[config.mk]
export PLATFORM = sky130hd
export DESIGN_NAME = hack_screen_scanout_flat
export DESIGN_NICKNAME = d
export VERILOG_FILES = /design/src/rtl/hack_mem_if.sv /design/src/rtl/hack_screen_scanout.sv /design/src/flat_wrapper.sv
export SDC_FILE = /design/constraint.sdc
export NUM_CORES = 1
export LEC_CHECK = 0
export ABC_AREA = 1
export CAP_MARGIN = 5
export CORE_MARGIN = 8
export CORE_UTILIZATION = 50
export CTS_BUF_LIST = sky130_fd_sc_hd__clkbuf_4 sky130_fd_sc_hd__clkbuf_8
export CTS_CLUSTER_SIZE = 14
export DETAILED_ROUTE_END_ITERATION = 7
export GPL_ROUTABILITY_DRIVEN = 0
export PLACE_DENSITY = 0.79
export SYNTH_ARGS = -nofsm -noshare
export SYNTH_HDL_FRONTEND = slang
export SYNTH_SLANG_ARGS = --single-unit
export TNS_END_PERCENT = 5
[constraint.sdc]
create_clock -name clk -period 2.3 [get_ports clk]
set_input_delay 0.46 -clock clk [delete_from_list [all_inputs] [get_ports clk]]
set_output_delay 0.46 -clock clk [all_outputs]
set_load 0.02 [all_outputs]
[src/rtl/hack_mem_if.sv]
// rtl/hack_mem_if.sv - request/acknowledge word read port into the Hack screen memory
interface hack_mem_if;
    logic [14:0] mem_addr;
    logic        mem_req;
    logic        mem_ack;
    logic [15:0] mem_data;

    modport master (
        output mem_addr,
        output mem_req,
        input  mem_ack,
        input  mem_data
    );

    modport slave (
        input  mem_addr,
        input  mem_req,
        output mem_ack,
        output mem_data
    );
endinterface

[src/rtl/hack_screen_scanout.sv]
// rtl/hack_screen_scanout.sv - Hack 512x256 screen words to centred VGA pixels via a two-slot prefetch
module hack_screen_scanout #(
    parameter int         H_OFFSET    = 64,
    parameter int         V_OFFSET    = 112,
    parameter int         SCREEN_BASE = 16384,
    parameter logic [2:0] FG_COLOR    = 3'b111,
    parameter logic [2:0] BG_COLOR    = 3'b000
) (
    input  logic             clk,
    input  logic             reset,
    input  logic [9:0]       CounterX,
    input  logic [9:0]       CounterY,
    input  logic             inDisplayArea,
    hack_mem_if.master       mem,
    output logic [2:0]       pixel,
    output logic             underrun
);
    localparam logic [9:0]  X_LO = 10'(H_OFFSET);
    localparam logic [9:0]  X_HI = 10'(H_OFFSET + 512);
    localparam logic [9:0]  Y_LO = 10'(V_OFFSET);
    localparam logic [9:0]  Y_HI = 10'(V_OFFSET + 256);
    localparam logic [14:0] BASE = 15'(SCREEN_BASE);

    typedef enum logic {IDLE, REQ} state_t;

    state_t      state_q, state_d;
    logic [14:0] addr_q;
    logic [4:0]  req_tag;
    logic        req_stale;
    logic [5:0]  fetch_idx;

    logic [15:0] cur_data, nxt_data;
    logic [4:0]  cur_tag, nxt_tag;
    logic        cur_valid, nxt_valid;

    logic [8:0]  col;
    logic [7:0]  row;
    logic [4:0]  group;
    logic [3:0]  bit_idx;
    logic        row_valid, active, line_start, group_start;
    logic        hit_nxt, hit_cur, promote, miss;
    logic        ack_evt, stale_now, nxt_free_after, accept, start_req;
    logic [2:0]  pix_d;

    // Only the low bits of the offsets matter for the in-window coordinates.
    assign col     = CounterX[8:0] - X_LO[8:0];
    assign row     = CounterY[7:0] - Y_LO[7:0];
    assign group   = col[8:4];
    assign bit_idx = col[3:0];

    assign row_valid   = (CounterY >= Y_LO) && (CounterY < Y_HI);
    assign active      = inDisplayArea && row_valid && (CounterX >= X_LO) && (CounterX < X_HI);
    assign line_start  = row_valid && (CounterX == 10'd0);
    assign group_start = active && (bit_idx == 4'd0);

    assign hit_nxt = nxt_valid && (nxt_tag == group);
    assign hit_cur = cur_valid && (cur_tag == group);
    assign promote = group_start && hit_nxt;
    assign miss    = group_start && !hit_nxt && !hit_cur;

    // Slot bookkeeping of this cycle is resolved before the ack, so a slot freed
    // by promotion or discard can take the arriving word.
    assign ack_evt        = (state_q == REQ) && mem.mem_ack;
    assign stale_now      = req_stale || line_start || (miss && (req_tag <= group));
    assign nxt_free_after = !nxt_valid || promote || (miss && (nxt_tag <= group));
    assign accept         = ack_evt && !stale_now && nxt_free_after;

    assign start_req = (state_q == IDLE) && row_valid && !line_start && !group_start
                       && !fetch_idx[5] && !nxt_valid;

    assign mem.mem_req  = (state_q == REQ);
    assign mem.mem_addr = addr_q;

    always_comb begin
        state_d = state_q;
        case (state_q)
            IDLE: if (start_req) state_d = REQ;
            REQ:  if (mem.mem_ack) state_d = IDLE;
            default: state_d = IDLE;
        endcase
    end

    always_comb begin
        pix_d = BG_COLOR;
        if (active) begin
            if (promote)
                pix_d = nxt_data[0] ? FG_COLOR : BG_COLOR;
            else if (hit_cur)
                pix_d = cur_data[bit_idx] ? FG_COLOR : BG_COLOR;
        end
    end

    always_ff @(posedge clk or posedge reset) begin
        if (reset) begin
            state_q <= IDLE;
        end else begin
            state_q <= state_d;
        end
    end

    always_ff @(posedge clk or posedge reset) begin
        if (reset) begin
            pixel     <= 3'b000;
            underrun  <= 1'b0;
            addr_q    <= '0;
            req_tag   <= '0;
            req_stale <= 1'b0;
            fetch_idx <= '0;
            cur_data  <= '0;
            cur_tag   <= '0;
            cur_valid <= 1'b0;
            nxt_data  <= '0;
            nxt_tag   <= '0;
            nxt_valid <= 1'b0;
        end else begin
            pixel <= pix_d;
            if (miss)
                underrun <= 1'b1;

            if (start_req) begin
                addr_q    <= BASE + {2'b00, row, fetch_idx[4:0]};
                req_tag   <= fetch_idx[4:0];
                req_stale <= 1'b0;
            end else if ((state_q == REQ) && (line_start || (miss && (req_tag <= group)))) begin
                req_stale <= 1'b1;
            end

            if (line_start) begin
                cur_valid <= 1'b0;
                nxt_valid <= 1'b0;
                fetch_idx <= '0;
            end else begin
                if (promote) begin
                    cur_data  <= nxt_data;
                    cur_tag   <= nxt_tag;
                    cur_valid <= 1'b1;
                    nxt_valid <= 1'b0;
                end
                // A missed group stays blank; skip the fetch pointer past it.
                if (miss) begin
                    if (cur_tag <= group)
                        cur_valid <= 1'b0;
                    if (nxt_tag <= group)
                        nxt_valid <= 1'b0;
                    if (fetch_idx <= {1'b0, group})
                        fetch_idx <= {1'b0, group} + 6'd1;
                end
                if (accept) begin
                    nxt_data  <= mem.mem_data;
                    nxt_tag   <= req_tag;
                    nxt_valid <= 1'b1;
                    fetch_idx <= {1'b0, req_tag} + 6'd1;
                end
            end
        end
    end
endmodule

[src/flat_wrapper.sv]
// flat-port wrapper written by rule: the top's interface ports become plain ports
module hack_screen_scanout_flat 
#(
    parameter int         H_OFFSET    = 64,
    parameter int         V_OFFSET    = 112,
    parameter int         SCREEN_BASE = 16384,
    parameter logic [2:0] FG_COLOR    = 3'b111,
    parameter logic [2:0] BG_COLOR    = 3'b000
)
  (clk, reset, CounterX, CounterY, inDisplayArea, pixel, underrun, mem_mem_addr, mem_mem_req, mem_mem_ack, mem_mem_data);
  hack_mem_if mem_i ();
  input  logic clk;
  input  logic reset;
  input  logic [9:0] CounterX;
  input  logic [9:0] CounterY;
  input  logic inDisplayArea;
  output logic [2:0] pixel;
  output logic underrun;
  output wire logic [$bits(mem_i.mem_addr)-1:0] mem_mem_addr;
  output wire logic [$bits(mem_i.mem_req)-1:0] mem_mem_req;
  input wire logic [$bits(mem_i.mem_ack)-1:0] mem_mem_ack;
  input wire logic [$bits(mem_i.mem_data)-1:0] mem_mem_data;
  assign mem_mem_addr = mem_i.mem_addr;
  assign mem_mem_req = mem_i.mem_req;
  assign mem_i.mem_ack = mem_mem_ack;
  assign mem_i.mem_data = mem_mem_data;
  hack_screen_scanout #(.H_OFFSET(H_OFFSET), .V_OFFSET(V_OFFSET), .SCREEN_BASE(SCREEN_BASE), .FG_COLOR(FG_COLOR), .BG_COLOR(BG_COLOR)) u_core (.clk(clk), .reset(reset), .CounterX(CounterX), .CounterY(CounterY), .inDisplayArea(inDisplayArea), .mem(mem_i), .pixel(pixel), .underrun(underrun));
endmodule
==> out/qor.txt <==
Run status -> finished, violations left
Failing checks -> negative setup slack
Clock-pin slew on the worst setup and hold paths -> 80 ps
ANT nets after route -> 0
CP Max Fanout -> 6
Leak -> 0.00268 uW
Mapped cell area -> 3810 um2
Later-pin clock latency in the skew report -> 360 ps
Finished Cell Area -> 5440 um2
Top_reg_cell synth -> dfrtp_1
Critical-path cell list -> buf_8 > clkinvlp_4 > ha_4 > xnor2_4 > ha_4 > nand2_4 > nor2_4 > nand3_2 > nand2_2 > inv_2 > nand4_1 > nor2_2 > nor2_2 > nor2_8 > nand2_4 > nand2_4 > ha_4 > inv_2 > nor2_4 > nand2_1 > nand2_1 > nand3_2 > nand2_1
Avg WL per Cell -> 16.1 um
Kind of critical path -> in2reg
Die Footprint -> 10700 um2
CTS Buffer Depth -> 2
Pins Over Slew Limit -> 0
Crit path DAT -> 2990 ps
CTS root buffer -> clkbuf_8
Gate Count Post-Synth -> 437
Worst-Margin Slew -> 568 ps
Clock tree sinks -> 68
DRC Markers -> 0
Netlist cell types -> 41
Fin. Hold Viols -> 0
Seq/Total Area, Yosys -> 44.7%
Total track usage -> 21.2%
Yosys reg bits -> 68
Ports -> 60
Fin util -> 71.9%
Synth top area share -> 44.7%
Rel. slew slack -> 62.1%
Global-route wire length before repair -> 17300 um
R2R Path Start -> u_core.nxt_tag[4]$_DFFE_PP0P_
Place WS -> -1210 ps
DRT iter0 DRCs -> 191
Post-Layout Cell Count -> 668
Syn_nets -> 502
Fin crit share -> 117%
Post-route minimum period -> 2690 ps
Routed Wire Length -> 10800 um
CP endpoint kind -> register
MaxCap Viol Count -> 0
Pre-antenna DRT Iters -> 4
Internal Power -> 2880 uW
Share of flip-flops with an asynchronous set or reset -> 100%
CTS Buf Count -> 9
Most frequent cell after synthesis -> nand2_1
Die Span X -> 103 um
Commonest cells in the netlist -> nand2_1, dfrtp_1, inv_1
Sw Share -> 37.4%
PwrDens -> 846 nW/um2
Startpoint class of the critical path -> primary input
Syn_area_per_cell -> 8.72 um2
Synth top area cells -> dfrtp_1, nand2_1, ha_1
Vias -> 3451
Worst EP required -> 2600 ps
Layout filler cell count -> 532
Die Y-Extent -> 103 um
Worst Hold Class -> in2async
Seq pwr share -> 39.2%
Inserted Diodes -> 0
Switching power -> 1720 uW
Avg Vias per Cell -> 5.17
DPL Wire Length -> 7850 um
Logic pwr share -> 38.8%
CORE AREA -> 7570 um2
TritonCTS clock tree -> built
Area delta synth->final -> 42.8%
Share of cells above drive strength 1 -> 31.6%
H-tree depth -> 3
Fin worst setup slack -> -390 ps
Setup-failing EPs final -> 25
Cell Area, Placed -> 4960 um2
Clk_skew -> 11.1 ps
Top cell type by total area after synthesis -> dfrtp_1
CP max-delay cell -> xnor2_4
Worst VDD drop -> 0.497 mV
Grt ovf -> 0
IO buf count -> 58
Synth warn -> 0
Max incr delay on CP -> 300 ps
Clock power frac -> 22.0%
Largest net degree at the start of global routing -> 25
Site Rows -> 32
Number of global-route vias before repair -> 3678
Initial antenna violation count -> 0
Overall power -> 4600 uW
CTS Hold Buffers Added -> 0
RSZ-0062 raised after global routing -> yes
Final-stage net count -> 626
Post-synth EDFFs -> 0
DP Cell Count -> 643
Crit path from -> CounterX[7]
Initial Util -> 50.3%
Fmax -> 0.372 GHz
-- worst max-delay path, delay by kind of cell --
kind	cells	cell delay, ps
XOR/XNOR	1	300
adder cells (fa/ha/maj)	3	600
buffers and inverters	4	290
AND/OR/NAND/NOR	15	1320
-- power by group through the flow --
stage               combinational (uW)  sequential (uW)  clock [uW]
floorplan                          756             1910           0
global placement                  1550             1790           0
detailed placement                1620             1790           0
CTS                               1710             1790        1010
global route                      1970             1840        1060
finish                            1780             1810        1010
-- per-stage QoR --
stage	setup TNS (ps)	hold slack [ps]
final	-4640	462
after global routing	-9100	495
after CTS	-2940	476
after detailed placement	-54130	459
after global placement	-49580	451
after floorplan	-10460	438
-- sequential cells by signal, indices dropped and copies added, names as in the netlist --
signal               count
u_core.req_tag           4
u_core.cur_data         16
u_core.cur_tag           5
u_core.pixel             1
u_core.mem.mem_addr     10
u_core.underrun          1
u_core.req_stale         1
u_core.nxt_data         16
u_core.cur_valid         1
u_core.mem.mem_req       1
u_core.fetch_idx         6
u_core.nxt_tag           5
u_core.nxt_valid         1
-- cell families (layout without fill, tap and decap cells) --
family / count (synthesis) / count (layout) / share of synthesized area [%]
and+or+nand+nor: 193 / 193 / 25.4
AOI/OAI and AO/OA: 73 / 73 / 10.6
DFF: 68 / 68 / 44.7
buffers and inverters: 67 / 196 / 7.98
adders and majority gates: 25 / 25 / 8.21
muxes: 7 / 7 / 2.27
xor gates and xnor gates: 3 / 3 / 0.690
other: 1 / 1 / 0.0985
-- what timing repair did --
item	4_1_cts	5_1_grt
pin swaps	25	18
endpoints found under the setup margin	58	61
resized for setup	40	35
setup buffers	7	3
-- layer usage --
| metal | up-vias | routed length (um) | GRT usage [%] |
|---|---|---|---|
| met3 | 30 | 701 | 4.62 |
| met5 | - | 0 | 0 |
| met1 | 1645 | 4340 | 25.7 |
| li1 | 1653 | - | - |
| met2 | 123 | 5340 | 34.7 |
| met4 | 0 | 378 | 10.9 |
-- final timing paths --
path	end	slack, ps	depth (start not counted)
setup / recovery	u_core.fetch_idx[4]$_DFFE_PP0P_	-390	23
hold / removal	u_core.nxt_data[3]$_DFFE_PP0P_	460	2
setup reg to reg	u_core.fetch_idx[4]$_DFFE_PP0P_	-170	19
hold reg to reg	u_core.nxt_data[9]$_DFFE_PP0P_	470	2
max in group asynchronous	u_core.fetch_idx[5]$_DFFE_PP0P_	1250	3
min in group clk	u_core.nxt_data[9]$_DFFE_PP0P_	470	2
-- final cells by class --
class	instances	area, um2	share of cell area, %
clock buffers	10	131	2.42
clock inverters	6	63.8	1.17
inverters	53	208	3.82
multi-input cells	302	2060	38.0
flip-flops and latches	68	1700	31.3
well taps	102	128	2.35
repair buffers	127	1140	21.0
-- placed cells by master (no fill, tap or decap), types with 3 or more instances in the layout --
| master | count |
|---|---|
| nand2_4 | 9 |
| inv_1 | 42 |
| buf_4 | 62 |
| a21oi_1 | 18 |
| nor3_1 | 3 |
| o21ai_2 | 4 |
| inv_2 | 8 |
| nand3_1 | 6 |
| clkbuf_8 | 9 |
| ha_4 | 7 |
| nand3_2 | 10 |
| buf_6 | 4 |
| nand2_1 | 114 |
| o21ai_1 | 15 |
| ha_1 | 17 |
| clkinvlp_4 | 3 |
| dlygate4sd2_1 | 3 |
| clkdlybuf4s50_1 | 53 |
| nor2_1 | 9 |
| o21ai_0 | 22 |
| mux2_2 | 5 |
| o211ai_1 | 4 |
| nor2_2 | 7 |
| nand2_2 | 16 |
| nor2_4 | 8 |
| dfrtp_1 | 68 |
No activity file was read; power rests on OpenSTA's default activity.
